**src/rtl/duck_motion_if.sv**
```systemverilog
// Sprite-draw handshake between a duck controller and the sprite drawer.
//   x_out/y_out : position to draw, stable while draw_req is high
//   draw_req    : controller has a new position pending
//   draw_ack    : drawer has latched x_out/y_out
// master = duck controller, slave = sprite drawer.
interface duck_motion_if;
  logic [7:0] x_out;
  logic [6:0] y_out;
  logic       draw_req;
  logic       draw_ack;

  modport master (output x_out, output y_out, output draw_req, input draw_ack);
  modport slave  (input x_out, input y_out, input draw_req, output draw_ack);
endinterface

```
**src/rtl/duck_motion.sv**
```systemverilog
// Per-duck position and life-cycle controller for a 160x120 playfield.
// Steps the duck once per accepted tick with edge bounces, handles hit,
// fall and escape, and offers every new position over the draw handshake.
// Ports:
//   clk, reset_n : clock, async active-low reset
//   tick         : one-cycle step pulse
//   shot_hit     : one-cycle hit pulse (only meaningful in FLY)
//   respawn      : one-cycle launch pulse (only meaningful in IDLE/GONE)
//   draw         : duck_motion_if master (x_out, y_out, draw_req, draw_ack)
//   state_out    : 0 IDLE, 1 FLY, 2 FALL, 3 GONE
//   escaped      : one-cycle pulse, duck left through the top edge
//   downed       : one-cycle pulse, shot duck reached the ground
module duck_motion #(
  parameter int X_MAX          = 152,
  parameter int Y_MAX          = 112,
  parameter int X_START        = 0,
  parameter int Y_START        = 100,
  parameter int ESCAPE_BOUNCES = 4
) (
  input  logic              clk,
  input  logic              reset_n,
  input  logic              tick,
  input  logic              shot_hit,
  input  logic              respawn,
  duck_motion_if.master     draw,
  output logic [1:0]        state_out,
  output logic              escaped,
  output logic              downed
);

  typedef enum logic [1:0] {IDLE = 2'd0, FLY = 2'd1, FALL = 2'd2, GONE = 2'd3} state_t;

  localparam logic [7:0] XMAX = 8'(X_MAX);
  localparam logic [6:0] YMAX = 7'(Y_MAX);
  localparam logic [7:0] XST  = 8'(X_START);
  localparam logic [6:0] YST  = 7'(Y_START);
  localparam logic [4:0] ESCB = 5'(ESCAPE_BOUNCES);

  state_t     state;
  logic [7:0] x;
  logic [6:0] y;
  logic       dx_neg, dy_neg;   // direction: 1 = moving toward 0
  logic [3:0] bounce_cnt;
  logic       req;

  // Next-step candidates for a FLY tick
  logic [7:0] nx;
  logic [6:0] ny;
  logic       ndx_neg, ndy_neg, x_bnc, y_bnc, y_esc;
  logic [4:0] bsum;
  logic [3:0] nbounce;

  always_comb begin
    nx      = x;
    ndx_neg = dx_neg;
    x_bnc   = 1'b0;
    if (!dx_neg && x == XMAX) begin
      ndx_neg = 1'b1; nx = XMAX - 8'd1; x_bnc = 1'b1;
    end else if (dx_neg && x == 8'd0) begin
      ndx_neg = 1'b0; nx = 8'd1; x_bnc = 1'b1;
    end else begin
      nx = dx_neg ? x - 8'd1 : x + 8'd1;
    end

    ny      = y;
    ndy_neg = dy_neg;
    y_bnc   = 1'b0;
    y_esc   = 1'b0;
    if (!dy_neg && y == YMAX) begin
      ndy_neg = 1'b1; ny = YMAX - 7'd1; y_bnc = 1'b1;
    end else if (dy_neg && y == 7'd0) begin
      // top edge is an exit only once the duck has bounced enough
      if ({1'b0, bounce_cnt} >= ESCB) y_esc = 1'b1;
      else begin
        ndy_neg = 1'b0; ny = 7'd1; y_bnc = 1'b1;
      end
    end else begin
      ny = dy_neg ? y - 7'd1 : y + 7'd1;
    end

    // corner hit counts as two bounces; saturate at 15
    bsum    = {1'b0, bounce_cnt} + {4'd0, x_bnc} + {4'd0, y_bnc};
    nbounce = bsum[4] ? 4'hF : bsum[3:0];
  end

  always_ff @(posedge clk or negedge reset_n) begin
    if (!reset_n) begin
      state      <= IDLE;
      x          <= XST;
      y          <= YST;
      dx_neg     <= 1'b0;
      dy_neg     <= 1'b1;
      bounce_cnt <= 4'd0;
      req        <= 1'b0;
      escaped    <= 1'b0;
      downed     <= 1'b0;
    end else begin
      escaped <= 1'b0;
      downed  <= 1'b0;
      if (req && draw.draw_ack) req <= 1'b0;
      case (state)
        IDLE, GONE: begin
          if (respawn) begin
            state      <= FLY;
            x          <= XST;
            y          <= YST;
            dx_neg     <= 1'b0;
            dy_neg     <= 1'b1;
            bounce_cnt <= 4'd0;
            req        <= 1'b1;
          end
        end
        FLY: begin
          if (shot_hit) begin
            state <= FALL;
          end else if (tick && !req) begin
            if (y_esc) begin
              // position held, nothing to draw
              state   <= GONE;
              escaped <= 1'b1;
            end else begin
              x          <= nx;
              y          <= ny;
              dx_neg     <= ndx_neg;
              dy_neg     <= ndy_neg;
              bounce_cnt <= nbounce;
              req        <= 1'b1;
            end
          end
        end
        FALL: begin
          if (tick && !req) begin
            req <= 1'b1;
            if (y >= YMAX - 7'd2) begin
              y      <= YMAX;
              state  <= GONE;
              downed <= 1'b1;
            end else begin
              y <= y + 7'd2;
            end
          end
        end
        default: state <= IDLE;
      endcase
    end
  end

  assign draw.x_out    = x;
  assign draw.y_out    = y;
  assign draw.draw_req = req;
  assign state_out     = state;

endmodule

```
**src/flat_wrapper.sv**
```systemverilog
// flat-port wrapper written by rule: the top's interface ports become plain ports
module duck_motion_flat 
#(
  parameter int X_MAX          = 152,
  parameter int Y_MAX          = 112,
  parameter int X_START        = 0,
  parameter int Y_START        = 100,
  parameter int ESCAPE_BOUNCES = 4
)
  (clk, reset_n, tick, shot_hit, respawn, state_out, escaped, downed, draw_x_out, draw_y_out, draw_draw_req, draw_draw_ack);
  duck_motion_if draw_i ();
  input  logic clk;
  input  logic reset_n;
  input  logic tick;
  input  logic shot_hit;
  input  logic respawn;
  output logic [1:0] state_out;
  output logic escaped;
  output logic downed;
  output wire logic [$bits(draw_i.x_out)-1:0] draw_x_out;
  output wire logic [$bits(draw_i.y_out)-1:0] draw_y_out;
  output wire logic [$bits(draw_i.draw_req)-1:0] draw_draw_req;
  input wire logic [$bits(draw_i.draw_ack)-1:0] draw_draw_ack;
  assign draw_x_out = draw_i.x_out;
  assign draw_y_out = draw_i.y_out;
  assign draw_draw_req = draw_i.draw_req;
  assign draw_i.draw_ack = draw_draw_ack;
  duck_motion #(.X_MAX(X_MAX), .Y_MAX(Y_MAX), .X_START(X_START), .Y_START(Y_START), .ESCAPE_BOUNCES(ESCAPE_BOUNCES)) u_core (.clk(clk), .reset_n(reset_n), .tick(tick), .shot_hit(shot_hit), .respawn(respawn), .draw(draw_i), .state_out(state_out), .escaped(escaped), .downed(downed));
endmodule
```
**config.mk**
```make
export PLATFORM = sky130hd
export DESIGN_NAME = duck_motion_flat
export DESIGN_NICKNAME = d
export VERILOG_FILES = /design/src/rtl/duck_motion_if.sv /design/src/rtl/duck_motion.sv /design/src/flat_wrapper.sv
export SDC_FILE = /design/constraint.sdc
export NUM_CORES = 1
export LEC_CHECK = 0
export CAP_MARGIN = 20
export CELL_PAD_IN_SITES_DETAIL_PLACEMENT = 1
export CELL_PAD_IN_SITES_GLOBAL_PLACEMENT = 1
export CORE_AREA = 2 2 74 76
export DETAILED_ROUTE_END_ITERATION = 8
export DIE_AREA = 0 0 76 78
export PLACE_DENSITY_LB_ADDON = 0.12
export REMOVE_ABC_BUFFERS = 1
export SLEW_MARGIN = 20
export SYNTH_ARGS = -nofsm -noshare
export SYNTH_HDL_FRONTEND = slang
export SYNTH_SLANG_ARGS = --single-unit
```
**constraint.sdc**
```tcl
create_clock -name clk -period 3.3 [get_ports clk]
set_clock_uncertainty 0.15 [all_clocks]
set_input_delay 0.66 -clock clk [delete_from_list [all_inputs] [get_ports clk]]
set_output_delay 0.66 -clock clk [all_outputs]
set_load 0.005 [all_outputs]
```
* Word level (Yosys, flattened, before mapping)
Index checks and enable logic that the tools add are counted.
** Word-level totals
- Register bits after elaboration :: 26
** Cells by class
- Multiplexer cells :: 69
- Eq/ne operators :: 17
- Reductions and logical operators :: 19
- Order comparisons :: 2
- Add/subtract/negate cells :: 7
** Operators by type and width (count)
- two-way mux 7 bit :: 10
- two-way mux 8 bit :: 7
- two-way mux 1 bit :: 34
- one-hot mux 7 bit (3 select lines) :: 1
- two-way mux 4 bit :: 5
- one-hot mux 8 bit (2 select lines) :: 1
- two-way mux 2 bit :: 6
- AND reduction 6 bit :: 2
- AND reduction 5 bit :: 2
- != test 3 x 2 -> 1 bit (second input constant) :: 3
- adder 8 x 1 -> 8 bit (second input constant) :: 1
- == test 8 bit (second input constant) :: 1
- logical NOT 8 bit :: 1
- one-hot mux 4 bit (2 select lines) :: 1
- subtractor 8 x 1 -> 8 bit (second input constant) :: 1
- adder 7 x 1 -> 7 bit (second input constant) :: 1
- adder 7 x 2 -> 7 bit (second input constant) :: 1
- == test 7 bit (second input constant) :: 1
- greater-or-equal comparator 7 bit (second input constant) :: 1
- logical NOT 7 bit :: 1
- AND reduction 7 bit :: 1
- subtractor 7 x 1 -> 7 bit (second input constant) :: 1
- logical AND 1 bit :: 6
- != test 2 x 1 -> 1 bit (second input constant) :: 3
- other kinds (15) :: 22

* Longest topological paths before layout
- Depth in word-level cells :: 11
- Mapped depth :: 11
- Gate-level depth less buffers :: 10

* Least setup slack after synthesis
OpenSTA, ideal clock, no wires.
- Kind :: flip-flop to flip-flop
- Start point :: reg u_core.y[1] (netlist: u_core.draw.y_out[1])
- End point :: reg u_core.bounce_cnt[2]
- Buffers on the path :: 0
- Cell stages (with the launch flop) :: 10
- Arrival time :: 2.284 ns
- Clock period less this slack :: 2.553 ns
- Data required time :: 3.031 ns
- Setup slack :: 0.747 ns
- Cells stage by stage :: dfrtp_1 or4_1 nor2_1 nor2_1 fa_1 inv_1 ha_1 nand3b_1 a21oi_1 nor2_1
** Between the ends
- Cells in the longest elaborated chain, start to end :: 10
- Elaborated cells between the ends (all ways) :: 16
- Those cells by class :: add/sub (1); eq/ne (2); mux (9); reduce/logical (4)
** RTL lines
- from (decl) :: line duck_motion.sv:41 : logic [6:0] y;
- from (signal assigned) :: line duck_motion.sv:123 : y <= ny;
- from (signal assigned) :: line duck_motion.sv:139 : y <= y + 7'd2;
- logical NOT 7 bit :: line duck_motion.sv:71 : end else if (dy_neg && y == 7'd0) begin
- logical AND 1 bit :: line duck_motion.sv:71
- two-way mux 1 bit :: line duck_motion.sv:71
- two-way mux 1 bit :: line duck_motion.sv:69 : if (!dy_neg && y == YMAX) begin
- adder 5 x 1 -> 5 bit :: line duck_motion.sv:82 : bsum = {1'b0, bounce_cnt} + {4'd0, x_bnc} + {4'd0, y_bnc};
- two-way mux 4 bit :: line duck_motion.sv:83 : nbounce = bsum[4] ? 4'hF : bsum[3:0];
- two-way mux 4 bit :: line duck_motion.sv:117 : if (y_esc) begin
- two-way mux 4 bit :: line duck_motion.sv:116 : end else if (tick && !req) begin
- two-way mux 4 bit :: line duck_motion.sv:114 : if (shot_hit) begin
- one-hot mux 4 bit (2 select lines) :: line duck_motion.sv:101 : case (state)
- to (signal assigned) :: line duck_motion.sv:126 : bounce_cnt <= nbounce;
- to (decl) :: line duck_motion.sv:43 : logic [3:0] bounce_cnt;
Several ways; a longest one is shown, not always the timed one. The select of a mux whose other input is x is not followed.
A chain may end at the register's enable or synchronous reset.

* Final worst setup path
Ends and elaborated chain as after synthesis.

==> flow_summary.ini <==
[clock_tree]
cts_hold_buf = 0
clkTransAtPathRegs_ps = 90
cts.repair.resized = 0
cts_tree = done
post_cts_buffers = 0
h-tree-depth = 1
cts_sinks = 26
clock_latency_ps = 270
cts_root_buffer = clkbuf_8
cts_buffers = 3
clockBufferDepth = 2

[grt]
grt_antenna_before_repair = 0
grt_first_pass_wirelength_um = 10120
grt_pass1_vias = 2111
grt.overflow.total = 0
grt_max_degree = 27
grtUsageTotal_pct = 20.64

[timing]
finalCriticalPeriod_ps = 2701
slew_viol_final = 0
post-route-period-util_pct = 81.85
fin_tns_setup_ps = 0
worst_pin_slew_ps = 559.8
final-setup-viol-count = 0
hold_violations = 0
relSlewSlack_pct = 62.68
setup_slack_ps = 599.1
fmax_mhz = 370.2
rsz0062_at_grt = no

[placed_design]
port_buffers = 25
gp_congestion = 0.8381
dpl_cell_area_mm2 = 0.002484
hpwl_um = 4324
place_ws_ps = 500.3
place_inst = 329

[setup_path]
arrival_ps = 2720
critPathTopFamily = simple AND/OR/NAND/NOR gates
critical_path.slowest_cell = or4_1
end_kind = flop
critPathMaxFanout = 10
start_kind = flop
worstPathRequired_ps = 3310
cp_cell_sequence = or4_1 -> nor2_1 -> nor2_1 -> fa_1 -> inv_1 -> ha_1 -> nand3b_1 -> a21oi_1 -> nor2_1
slowest_delay_ps = 640
crit_path_frequent_cell = nor2_1
regToRegSetupSlack_ps = 600
crit_buf_inv = 1
crit_type = reg2reg

[die]
dieArea_mm2 = 0.005928
initial_core_util_pct = 42.85
core_mm2 = 0.005042
die_x_um = 76
ios = 26
fp.dieH_um = 78
rows = 26

[drt]
wire_per_inst_um = 16.90
drc_errors = 0
route.vias.total = 1978
via_per_inst = 5.940
drtPass1Iterations = 4
wirelength_um = 5629
ant_nets = 0
drtIter0Drc = 64

[yosys]
ys_async_sr_fraction_pct = 100.0
post_synth.cell_area_avg_um2 = 9.117
synth-seq-cells = 26
ys_seq_area_share_pct = 30.34
netlist_instances = 237
yosys_warnings = 0
synth_area_mm2 = 0.002161
synth-edff-count = 0
synth_flop_cell = dfrtp_1
synth_cell_types = 61

[final_layout]
final_common_cell = clkdlybuf4s50_1
drive_gt1_share_pct = 7.605
fillers = 586
areaGrowthSynthToFinish_pct = 17.02
layout_common_cells = 25 x clkdlybuf4s50_1, 22 x dfrtp_1, 21 x a21oi_1
n_antenna_cell = 0
finalNetCount = 288
finalNonFillerCells = 333
stdcell_area_mm2 = 0.002529

[job]
maxCapViolations = 0

[outcome]
status = finished clean

[pwr]
power_density_mw_per_mm2 = 780.6
max-vdd-ir-drop_mv = 0.3277
leakage_nw = 1.071

[hold_path]
hp-class = reg2reg
-- per-layer routing --
layer | vias to the layer above | wire length [um] | GRT usage, %
met5 | - | 0 | 0
met4 | 0 | 33 | 3.455
met3 | 4 | 108 | 2.674
met2 | 20 | 2790 | 37.32
met1 | 1008 | 2696 | 26.82
li1 | 946 | - | -
-- final cells by class --
cell class	instances	area [um2]	area share, %
Clock buffer	4	45.04	1.781
Inverter	11	41.29	1.633
Multi-Input combinational cell	193	1419	56.11
Sequential cell	26	655.6	25.93
Tap cell	70	87.58	3.464
Timing Repair Buffer	29	280.3	11.08
-- worst paths after layout --
kind                                                    end  cells past startpoint                        startpoint
min in group asynchronous  u_core.draw.y_out[1]$_DFFE_PN0P_                      2                           reset_n
max in group asynchronous         u_core.dy_neg$_DFFE_PN1P_                      2                           reset_n
max                        u_core.bounce_cnt[2]$_DFFE_PN0P_                      9  u_core.draw.y_out[1]$_DFFE_PN0P_
min                        u_core.bounce_cnt[1]$_DFFE_PN0P_                      2  u_core.bounce_cnt[1]$_DFFE_PN0P_
min reg2reg                u_core.bounce_cnt[1]$_DFFE_PN0P_                      2  u_core.bounce_cnt[1]$_DFFE_PN0P_
max reg2reg                u_core.bounce_cnt[2]$_DFFE_PN0P_                      9  u_core.draw.y_out[1]$_DFFE_PN0P_
-- cell usage after synthesis, types with 5 or more instances --
master / instances / share of area, %
o211ai_1: 5 / 1.7
nand3_1: 6 / 1.4
a21oi_1: 21 / 4.9
inv_1: 11 / 1.9
nor2_1: 17 / 3.0
nand2_1: 16 / 2.8
a21o_1: 5 / 1.7
xnor2_1: 6 / 2.4
a22o_1: 7 / 2.8
nand2b_1: 6 / 1.7
ha_1: 15 / 8.7
o21ai_0: 12 / 2.8
dfrtp_1: 22 / 25
-- worst reg2reg max path: stages, from the launching register on --
cell and delay [ps]:
dfrtp_1 520, or4_1 640, nor2_1 190, nor2_1 90
fa_1 380, inv_1 80, ha_1 230, nand3b_1 100
a21oi_1 150, nor2_1 60
-- power breakdown --
| part | total (W) | switching [W] | internal [W] |
|---|---|---|---|
| combinational | 0.00123 | 0.000661 | 0.000570 |
| clock | 0.000188 | 0.000102 | 0.0000864 |
| sequential | 0.000554 | 0.000144 | 0.000411 |
-- flip-flops by register name, summed over array words and instances (netlist names) --
name	flops
u_core.bounce_cnt	4
u_core.downed	1
u_core.draw.draw_req	1
u_core.draw.x_out	8
u_core.draw.y_out	7
u_core.dx_neg	1
u_core.dy_neg	1
u_core.escaped	1
u_core.state_out	2
-- metrics by stage --
| stage | hold WS (ps) | util (%) | total power [W] |
|---|---|---|---|
| 3_3_place_gp | 340.6 | 49.26 | 0.001753 |
| 5_1_grt | 406.5 | 50.15 | 0.002174 |
| 6_report | 366.1 | 50.15 | 0.001974 |
| 4_1_cts | 376.2 | 50.15 | 0.001990 |
| 3_5_place_dp | 355.1 | 49.26 | 0.001797 |
| 2_1_floorplan | 214.4 | - | 0.001379 |
-- cells by family after synthesis --
logic type / Yosys count / share of synthesized area (%)
AND/OR/NAND/NOR: 81 / 22.58
multiplexers: 4 / 1.853
AO/OA/AOI/OAI: 82 / 26.52
adder cells (fa/ha/maj): 18 / 11.47
XOR/XNOR: 8 / 3.243
buffers and inverters: 18 / 3.995
flip-flops: 26 / 30.34
Power figures use the tool's default switching activity.
